==> src/rtl/rf_scoreboard.sv <==
// rf_scoreboard: tracks register-file destinations of long-latency ops
// (mul/div/load-miss) from issue to writeback and stalls decode on RAW hazards,
// WAW-depth overflow on the destination, or a full tracker.
//
// Ports
//   clk, arst_n          clock (rising edge), async active-low reset
//   rs1, rs2             decode source indices
//   rs1_used, rs2_used   decode instruction actually reads that source
//   issue_valid/issue_rd tracked long-latency op wants to issue, its destination
//   wb_valid/wb_rd       tracked op writes back this cycle, its destination
//   stall                combinational decode/fetch hold
//   busy                 per-register pending flag (from registered counts)
//   inflight             total outstanding tracked writes (registered)
//   err                  sticky: writeback to a register with nothing pending
module rf_scoreboard #(
  parameter  int NUM_REGS     = 32,
  parameter  int MAX_PER_REG  = 3,
  parameter  int MAX_INFLIGHT = 4,
  localparam int IW = $clog2(NUM_REGS),
  localparam int CW = $clog2(MAX_PER_REG + 1),
  localparam int TW = $clog2(MAX_INFLIGHT + 1)
) (
  input  logic                clk,
  input  logic                arst_n,
  input  logic [IW-1:0]       rs1,
  input  logic [IW-1:0]       rs2,
  input  logic                rs1_used,
  input  logic                rs2_used,
  input  logic                issue_valid,
  input  logic [IW-1:0]       issue_rd,
  input  logic                wb_valid,
  input  logic [IW-1:0]       wb_rd,
  output logic                stall,
  output logic [NUM_REGS-1:0] busy,
  output logic [TW-1:0]       inflight,
  output logic                err
);

  // Per-register outstanding-write counts; entry 0 is hardwired to zero so
  // x0 can never look pending.
  logic [NUM_REGS-1:0][CW-1:0] cnt;
  logic accept, ret, rd_full, tot_full, raw;

  assign cnt[0]  = '0;
  assign busy[0] = 1'b0;

  // Hazard terms all use registered state: a writeback releases its
  // dependents one cycle later, matching when the RF write lands.
  assign raw      = (rs1_used & busy[rs1]) | (rs2_used & busy[rs2]);
  assign rd_full  = issue_valid & (issue_rd != '0) & (cnt[issue_rd] == CW'(MAX_PER_REG));
  assign tot_full = issue_valid & (inflight == TW'(MAX_INFLIGHT));
  assign stall    = raw | rd_full | tot_full;

  assign accept = issue_valid & ~stall & (issue_rd != '0);
  // busy[0] is 0, so this also ignores wb_rd == 0.
  assign ret    = wb_valid & busy[wb_rd];

  for (genvar r = 1; r < NUM_REGS; r++) begin : g_reg
    logic [CW-1:0] q;
    logic          inc, dec;

    assign inc = accept & (issue_rd == IW'(r));
    assign dec = ret & (wb_rd == IW'(r));

    // Issue and retire of the same rd in one cycle cancel out.
    always_ff @(posedge clk or negedge arst_n) begin
      if (!arst_n)            q <= '0;
      else if (inc && !dec)   q <= q + 1'b1;
      else if (dec && !inc)   q <= q - 1'b1;
    end

    assign cnt[r]  = q;
    assign busy[r] = (q != '0);
  end

  always_ff @(posedge clk or negedge arst_n) begin
    if (!arst_n) begin
      inflight <= '0;
      err      <= 1'b0;
    end else begin
      if (accept && !ret)      inflight <= inflight + 1'b1;
      else if (ret && !accept) inflight <= inflight - 1'b1;
      // Writeback with nothing pending on a real register is a protocol error.
      if (wb_valid && (wb_rd != '0) && !busy[wb_rd]) err <= 1'b1;
    end
  end

endmodule
==> config.mk <==
export PLATFORM = sky130hd
export DESIGN_NAME = rf_scoreboard
export DESIGN_NICKNAME = d
export VERILOG_FILES = /design/src/rtl/rf_scoreboard.sv
export SDC_FILE = /design/constraint.sdc
export NUM_CORES = 1
export LEC_CHECK = 0
export CORE_MARGIN = 2
export CORE_UTILIZATION = 40
export DETAILED_ROUTE_END_ITERATION = 12
export PLACE_DENSITY = 0.68
export SLEW_MARGIN = 20
export SYNTH_ARGS = -nofsm -noshare
export SYNTH_HDL_FRONTEND = slang
export SYNTH_SLANG_ARGS = --single-unit
==> constraint.sdc <==
create_clock -name clk -period 3.5 [get_ports clk]
set_clock_uncertainty 0.05 [all_clocks]
set_input_delay 0.875 -clock clk [delete_from_list [all_inputs] [get_ports clk]]
set_output_delay 0.875 -clock clk [all_outputs]
set_load 0.01 [all_outputs]
==> Yosys cells after proc, flatten, opt, wreduce, memory -nomap -nowiden <==
Cells that the tools add are included.
{ "totals": {"reg_bits": 66, "input_bits": 26, "output_inout_bits": 37, "word_cells": 507} }
{ "classes": {"n_addsub": 64, "n_lt_le_gt_ge": 4, "n_eq_ne": 64, "n_mux": 72, "bitwise": 74, "reduce_logical": 196} }
{ "ops": {"columns": ["cell", "count"], "rows": [
  ["5-bit == test, second input constant", 32],
  ["2-bit 2-to-1 mux", 63],
  ["2-bit nonzero test", 63],
  ["5-bit by 4-bit == test with 1-bit output, second input constant", 16],
  ["1-bit AND", 70],
  ["1-bit logical AND", 66],
  ["1-bit zero test", 65],
  ["2-bit by 1-bit adder with 2-bit output, second input constant", 31],
  ["2-bit by 1-bit subtractor with 2-bit output, second input constant", 31],
  ["5-bit by 3-bit == test with 1-bit output, second input constant", 8],
  ["5-bit by 6-bit < comparator with 1-bit output, second input constant", 4],
  ["5-bit by 2-bit == test with 1-bit output, second input constant", 4],
  ["1-bit binary-select mux with 5-bit select", 3],
  ["2-bit binary-select mux with 5-bit select", 1],
  ["5-bit by 1-bit == test with 1-bit output, second input constant", 2],
  ["5-bit nonzero test", 2],
  ["3-bit 2-to-1 mux", 2],
  ["3-bit by 1-bit adder with 3-bit output, second input constant", 1],
  ["3-bit == test, second input constant", 1],
  ["1-bit 2-to-1 mux", 3],
  ["1-bit bitwise OR", 3],
  ["3-bit by 1-bit subtractor with 3-bit output, second input constant", 1],
  ["2-bit == test, second input constant", 1],
  ["1-bit inverter", 1]
]} }

==> Longest topological paths before layout <==
{ "depth": {"ltp_word": 15, "depth_mapped": 15, "ltp_nobuf": 13} }

==> Least setup slack after synthesis <==
No wires, ideal clock.
{ "synth_timing": {"path_type": "input -> register", "from": "input rs2[2]", "to": "register inflight[1]", "setup_time_ns": 0.125, "arrival_time_ns": 3.561, "required_ns": 3.325, "path_slack_ns": -0.236, "path_stages": 11, "n_path_buf": 2, "cell_sequence": "buf_2 > inv_1 > mux4_2 > mux4_2 > o21ai_2 > buf_2 > nor3_1 > ha_1 > inv_1 > fa_1 > mux2_2"} }
{ "synth_between": {"elab_chain_len": 12, "word_cells_on_any_way": 14, "classes_between": "mux: 3; bitwise: 7; reduce/logical: 4"} }
{ "synth_lines": {"columns": ["item", "line", "source"], "rows": [
  ["start, declared", "26", "input logic [IW-1:0] rs2,"],
  ["1-bit binary-select mux with 5-bit select (*)", "49", "assign raw = (rs1_used & busy[rs1]) | (rs2_used & busy[rs2]);"],
  ["1-bit 2-to-1 mux (not written as such) (*)", "49", null],
  ["1-bit AND (*)", "49", null],
  ["1-bit bitwise OR (*)", "49", null],
  ["1-bit bitwise OR (*) (2 in series)", "52", "assign stall = raw | rd_full | tot_full;"],
  ["1-bit inverter (*)", "54", "assign accept = issue_valid & ~stall & (issue_rd != '0);"],
  ["1-bit AND (*) (2 in series)", "54", null],
  ["1-bit zero test", "82", "else if (ret && !accept) inflight <= inflight - 1'b1;"],
  ["1-bit logical AND", "82", null],
  ["2-bit nonzero test (no source line)", null, null],
  ["end signal, assigned", "81", "if (accept && !ret) inflight <= inflight + 1'b1;"],
  ["end signal, assigned", "82", null],
  ["end, declared", "35", "output logic [TW-1:0] inflight,"]
]} }
Mark *: on every way between the ends. The rest lies on a longest branch, timed or not. The select of a mux whose other input is x is not followed.
A chain may end at the register's enable or synchronous reset.

==> Worst setup path in the final report <==
{ "layout_timing": {"from": "input issue_rd[1]", "to": "output stall"} }
{ "layout_between": {"elab_chain_len": 6, "word_cells_on_any_way": 8, "classes_between": "eq/ne: 1; mux: 2; bitwise: 4; reduce/logical: 1"} }
{ "layout_lines": {"columns": ["item", "line", "source"], "rows": [
  ["start, declared", "30", "input logic [IW-1:0] issue_rd,"],
  ["2-bit binary-select mux with 5-bit select", "50", "assign rd_full = issue_valid & (issue_rd != '0) & (cnt[issue_rd] == CW'(MAX_PER_REG));"],
  ["2-bit 2-to-1 mux (not written as such)", "50", null],
  ["2-bit == test", "50", null],
  ["1-bit AND (*)", "50", null],
  ["1-bit bitwise OR (*) (2 in series)", "52", null],
  ["end, declared", "33", "output logic stall,"]
]} }
Marked as above.

==> flow_summary.json <==
{
  "outcome": "finished with violations",
  "failed_checks": "setup timing",
  "synth-edff-count": 0,
  "finalHoldWorstSlack_ns": 0.435,
  "p_per_area_mw_per_mm2": 721,
  "worst_slack_ns": -0.0694,
  "class_of_the_most_critical_setup_path": "in -> out",
  "irDropWorstVdd_uv": 476,
  "fillers": 1227,
  "post_route_cells_drive_above_1_share_pct": 30.8,
  "fmaxAchievable_mhz": 280,
  "global_route.overflow_total": 0,
  "synth_area_leader_cell": "sky130_fd_sc_hd__dfrtp_1",
  "layoutNonFillerInstCount": 986,
  "dpl.hpwl_mm": 15.8,
  "cp_num_buf_inv": 3,
  "diodes": 0,
  "detailedRoute.firstIterationViolations": 617,
  "clock_tree.htree_level_count": 3,
  "clockBufferDepth": 2,
  "synthDistinctLibCells": 66,
  "placed_cells_incl_taps": 961,
  "syn_to_final_growth_pct": 43.2,
  "drc": 0,
  "grt_first_pass_wirelength_mm": 30.9,
  "post_synth.cell_area_avg_sq_um": 8.97,
  "postSynth.asyncResetShare_pct": 100,
  "grt_setup_unrepaired": "yes",
  "cpLargestDelayFamily": "buffers and inverters",
  "cp_most_frequent_cell": "sky130_fd_sc_hd__buf_6",
  "yosysSeqAreaShare_pct": 29.6,
  "timing.critical_path.slowest_stage_cell": "sky130_fd_sc_hd__clkdlybuf4s18_2",
  "critical-path-max-stage-delay_ns": 0.31,
  "cap_violations": 0,
  "number_of_antenna_violations_at_the_first_check_in_global_routing": 0,
  "layout_worst_path_cycle_share_pct": 102,
  "ys_top_cells_by_area": "sky130_fd_sc_hd__dfrtp_1, sky130_fd_sc_hd__xor2_1, sky130_fd_sc_hd__ha_1",
  "worstPathMaxFanout": 8,
  "design.die.area_sq_mm": 0.0149,
  "crit_required_ns": 2.57,
  "finalSetupViolations": 2,
  "synth-main-ff-cell": "sky130_fd_sc_hd__dfrtp_1",
  "drt_wl_total_mm": 20.3,
  "die_width_microns": 122,
  "maxSlewViolCount": 0,
  "vias_per_cell": 5.73,
  "drt-pass1-iter-count": 6,
  "via_count_of_the_first_global_routing_pass": 5661,
  "num-nets-final": 860,
  "port_buffers": 61,
  "die_h_microns": 122,
  "worstMarginPinSlew_ns": 0.800,
  "routed_wire_length_per_instance_microns": 20.6,
  "synthesis.area_sq_mm": 0.00559,
  "holdCritPathClass": "reg -> reg",
  "syn_inst": 623,
  "worstPathArrival_ns": 2.64,
  "timing.setup.tns_ns": -0.0977,
  "tritoncts": "built",
  "gp_congestion": 1.01,
  "cts_made_buffers": 9,
  "detail-route-antenna-nets": 0,
  "cp-start-kind": "input port",
  "via_count": 5646,
  "ys_seq_elements": 66,
  "yosysWarnings": 0,
  "floorplan.initialDensity_pct": 40.6,
  "clk_pin_slew_worst_paths_ns": 0.06,
  "ioPinCount": 63,
  "postSynthNetCount": 682,
  "seqCellArea_sq_mm": 0.00165,
  "end_kind": "output port",
  "std_cell_rows": 43,
  "tritoncts_num_sinks": 66,
  "worst_skew_pair.late_latency_ns": 0.35,
  "layout.cell_area.non_filler_sq_mm": 0.00800,
  "post-route-min-period_ns": 3.57,
  "floorplan.core_area_sq_mm": 0.0138,
  "grt_start_max_net_pins": 35,
  "worst_slew_margin_rel_pct": 46.7,
  "grt_util_all_layers_pct": 27.9,
  "yosys.area.top_type_share_pct": 29.6,
  "postPlaceCellArea_sq_mm": 0.00734,
  "cp_cell_sequence": "clkdlybuf4s18_2, buf_6, mux4_2, a22oi_1, a22o_1, o2111ai_4, or2_4, buf_6",
  "multiInputGateArea_sq_mm": 0.00381,
  "leakage_nw": 3.61,
  "final_hold_viol_count": 0,
  "cts-root-buf": "sky130_fd_sc_hd__clkbuf_16"
}
flip-flops by register name, summed over array words and instances, names as in the netlist:
register / flops
g.q: 62
err: 1
inflight: 3
layout by cell type (no fill, tap or decap), types with 18 or more instances in the layout:
cell and count:
sky130_fd_sc_hd__xnor2_1 32, sky130_fd_sc_hd__nand2_1 37, sky130_fd_sc_hd__clkdlybuf4s50_1 47, sky130_fd_sc_hd__nor4_1 18
sky130_fd_sc_hd__xor2_1 64, sky130_fd_sc_hd__buf_4 132, sky130_fd_sc_hd__inv_1 24, sky130_fd_sc_hd__dfrtp_1 66
sky130_fd_sc_hd__nor2_1 78, sky130_fd_sc_hd__ha_1 31, sky130_fd_sc_hd__nand3_1 35
layout make-up:
class,count,share of cell area [%]
multi-input combinational,483,47.7
timing repair buffer,208,23.1
clock buffer,9,2.81
inverter,33,1.69
clock inverter,7,1.27
sequential,66,20.6
tap,180,2.81
synthesized netlist by cell type (6+ instances only):
cell                        number
sky130_fd_sc_hd__a2111oi_0       8
sky130_fd_sc_hd__a21oi_1         9
sky130_fd_sc_hd__a22oi_1         9
sky130_fd_sc_hd__and2_1          6
sky130_fd_sc_hd__and3_1         14
sky130_fd_sc_hd__buf_2          14
sky130_fd_sc_hd__clkbuf_1       21
sky130_fd_sc_hd__dfrtp_1        66
sky130_fd_sc_hd__ha_1           32
sky130_fd_sc_hd__inv_1          30
sky130_fd_sc_hd__mux4_2         12
sky130_fd_sc_hd__nand2_1        37
sky130_fd_sc_hd__nand2b_1        6
sky130_fd_sc_hd__nand3_1        35
sky130_fd_sc_hd__nor2_1         79
sky130_fd_sc_hd__nor2b_1         8
sky130_fd_sc_hd__nor3_1         18
sky130_fd_sc_hd__nor4_1         20
sky130_fd_sc_hd__nor4_2          9
sky130_fd_sc_hd__or2_2           7
sky130_fd_sc_hd__xnor2_1        32
sky130_fd_sc_hd__xor2_1         64
power breakdown:
group	internal, mW	switching, mW	total [mW]
clock network	0.629	0.378	1.01
registers	1.13	0.435	1.57
logic	1.62	1.57	3.20
total	3.39	2.39	5.77
cell families after synthesis:
group / after synthesis / share of synthesized area (%)
compound gates: 68 / 9.63
xor+xnor: 96 / 15.1
fa+ha+maj: 33 / 7.53
buf+inv: 74 / 5.76
flops: 66 / 29.6
mux: 21 / 7.35
other cells: 1 / 0.0671
simple gates: 264 / 25.1
final timing paths:
path                       slack, ns        endpoint  cells after the start      startpoint
setup / recovery               -0.07           stall                      8     issue_rd[1]
hold / removal                  0.43             err                      1             err
setup reg to reg                0.12     inflight[1]                     10  g_reg[17].q[0]
hold reg to reg                 0.43             err                      1             err
max in group asynchronous       2.17   g_reg[6].q[0]                      2          arst_n
min in group asynchronous       0.56  g_reg[17].q[0]                      1          arst_n
through the flow:
| stage | setup slack, ns | power (mW) | utilization [%] |
|---|---|---|---|
| finish | -0.0694 | 5.77 | 58.1 |
| global route | -0.116 | 6.06 | 58.1 |
| CTS | -0.0830 | 5.66 | 57.1 |
| detailed placement | -0.905 | 4.57 | 53.3 |
| global placement | -0.863 | 4.50 | 53.3 |
| floorplan | 0.00249 | 2.98 | - |
worst register-to-register path: cells and delay by family (launching register included):
family                     cells  cell delay, ns
DFF                            1            0.53
AOI/OAI and AO/OA              1            0.19
buffers and inverters          2            0.34
muxes                          3            1.26
adders and majority gates      2            0.60
and+or+nand+nor                2            0.27
metal layers:
| metal | track usage (%) | part of all wire, % | vias to the layer above |
|---|---|---|---|
| li1 | - | - | 2561 |
| met1 | 36.1 | 40 | 2697 |
| met2 | 44.4 | 47 | 321 |
| met3 | 5.71 | 8.6 | 67 |
| met4 | 13.8 | 5.0 | 0 |
| met5 | 0 | 0 | - |
repair_timing:
| action | in CTS | in global routing |
|---|---|---|
| endpoints found under the setup margin | 66 | 27 |
| gates resized for setup | 63 | 35 |
| buffers inserted | 5 | 2 |
| cloned | 3 | 0 |
| pin swaps | 13 | 17 |
| hold buffers | 0 | 0 |
Note: power is estimated with default switching activity, not from simulation.
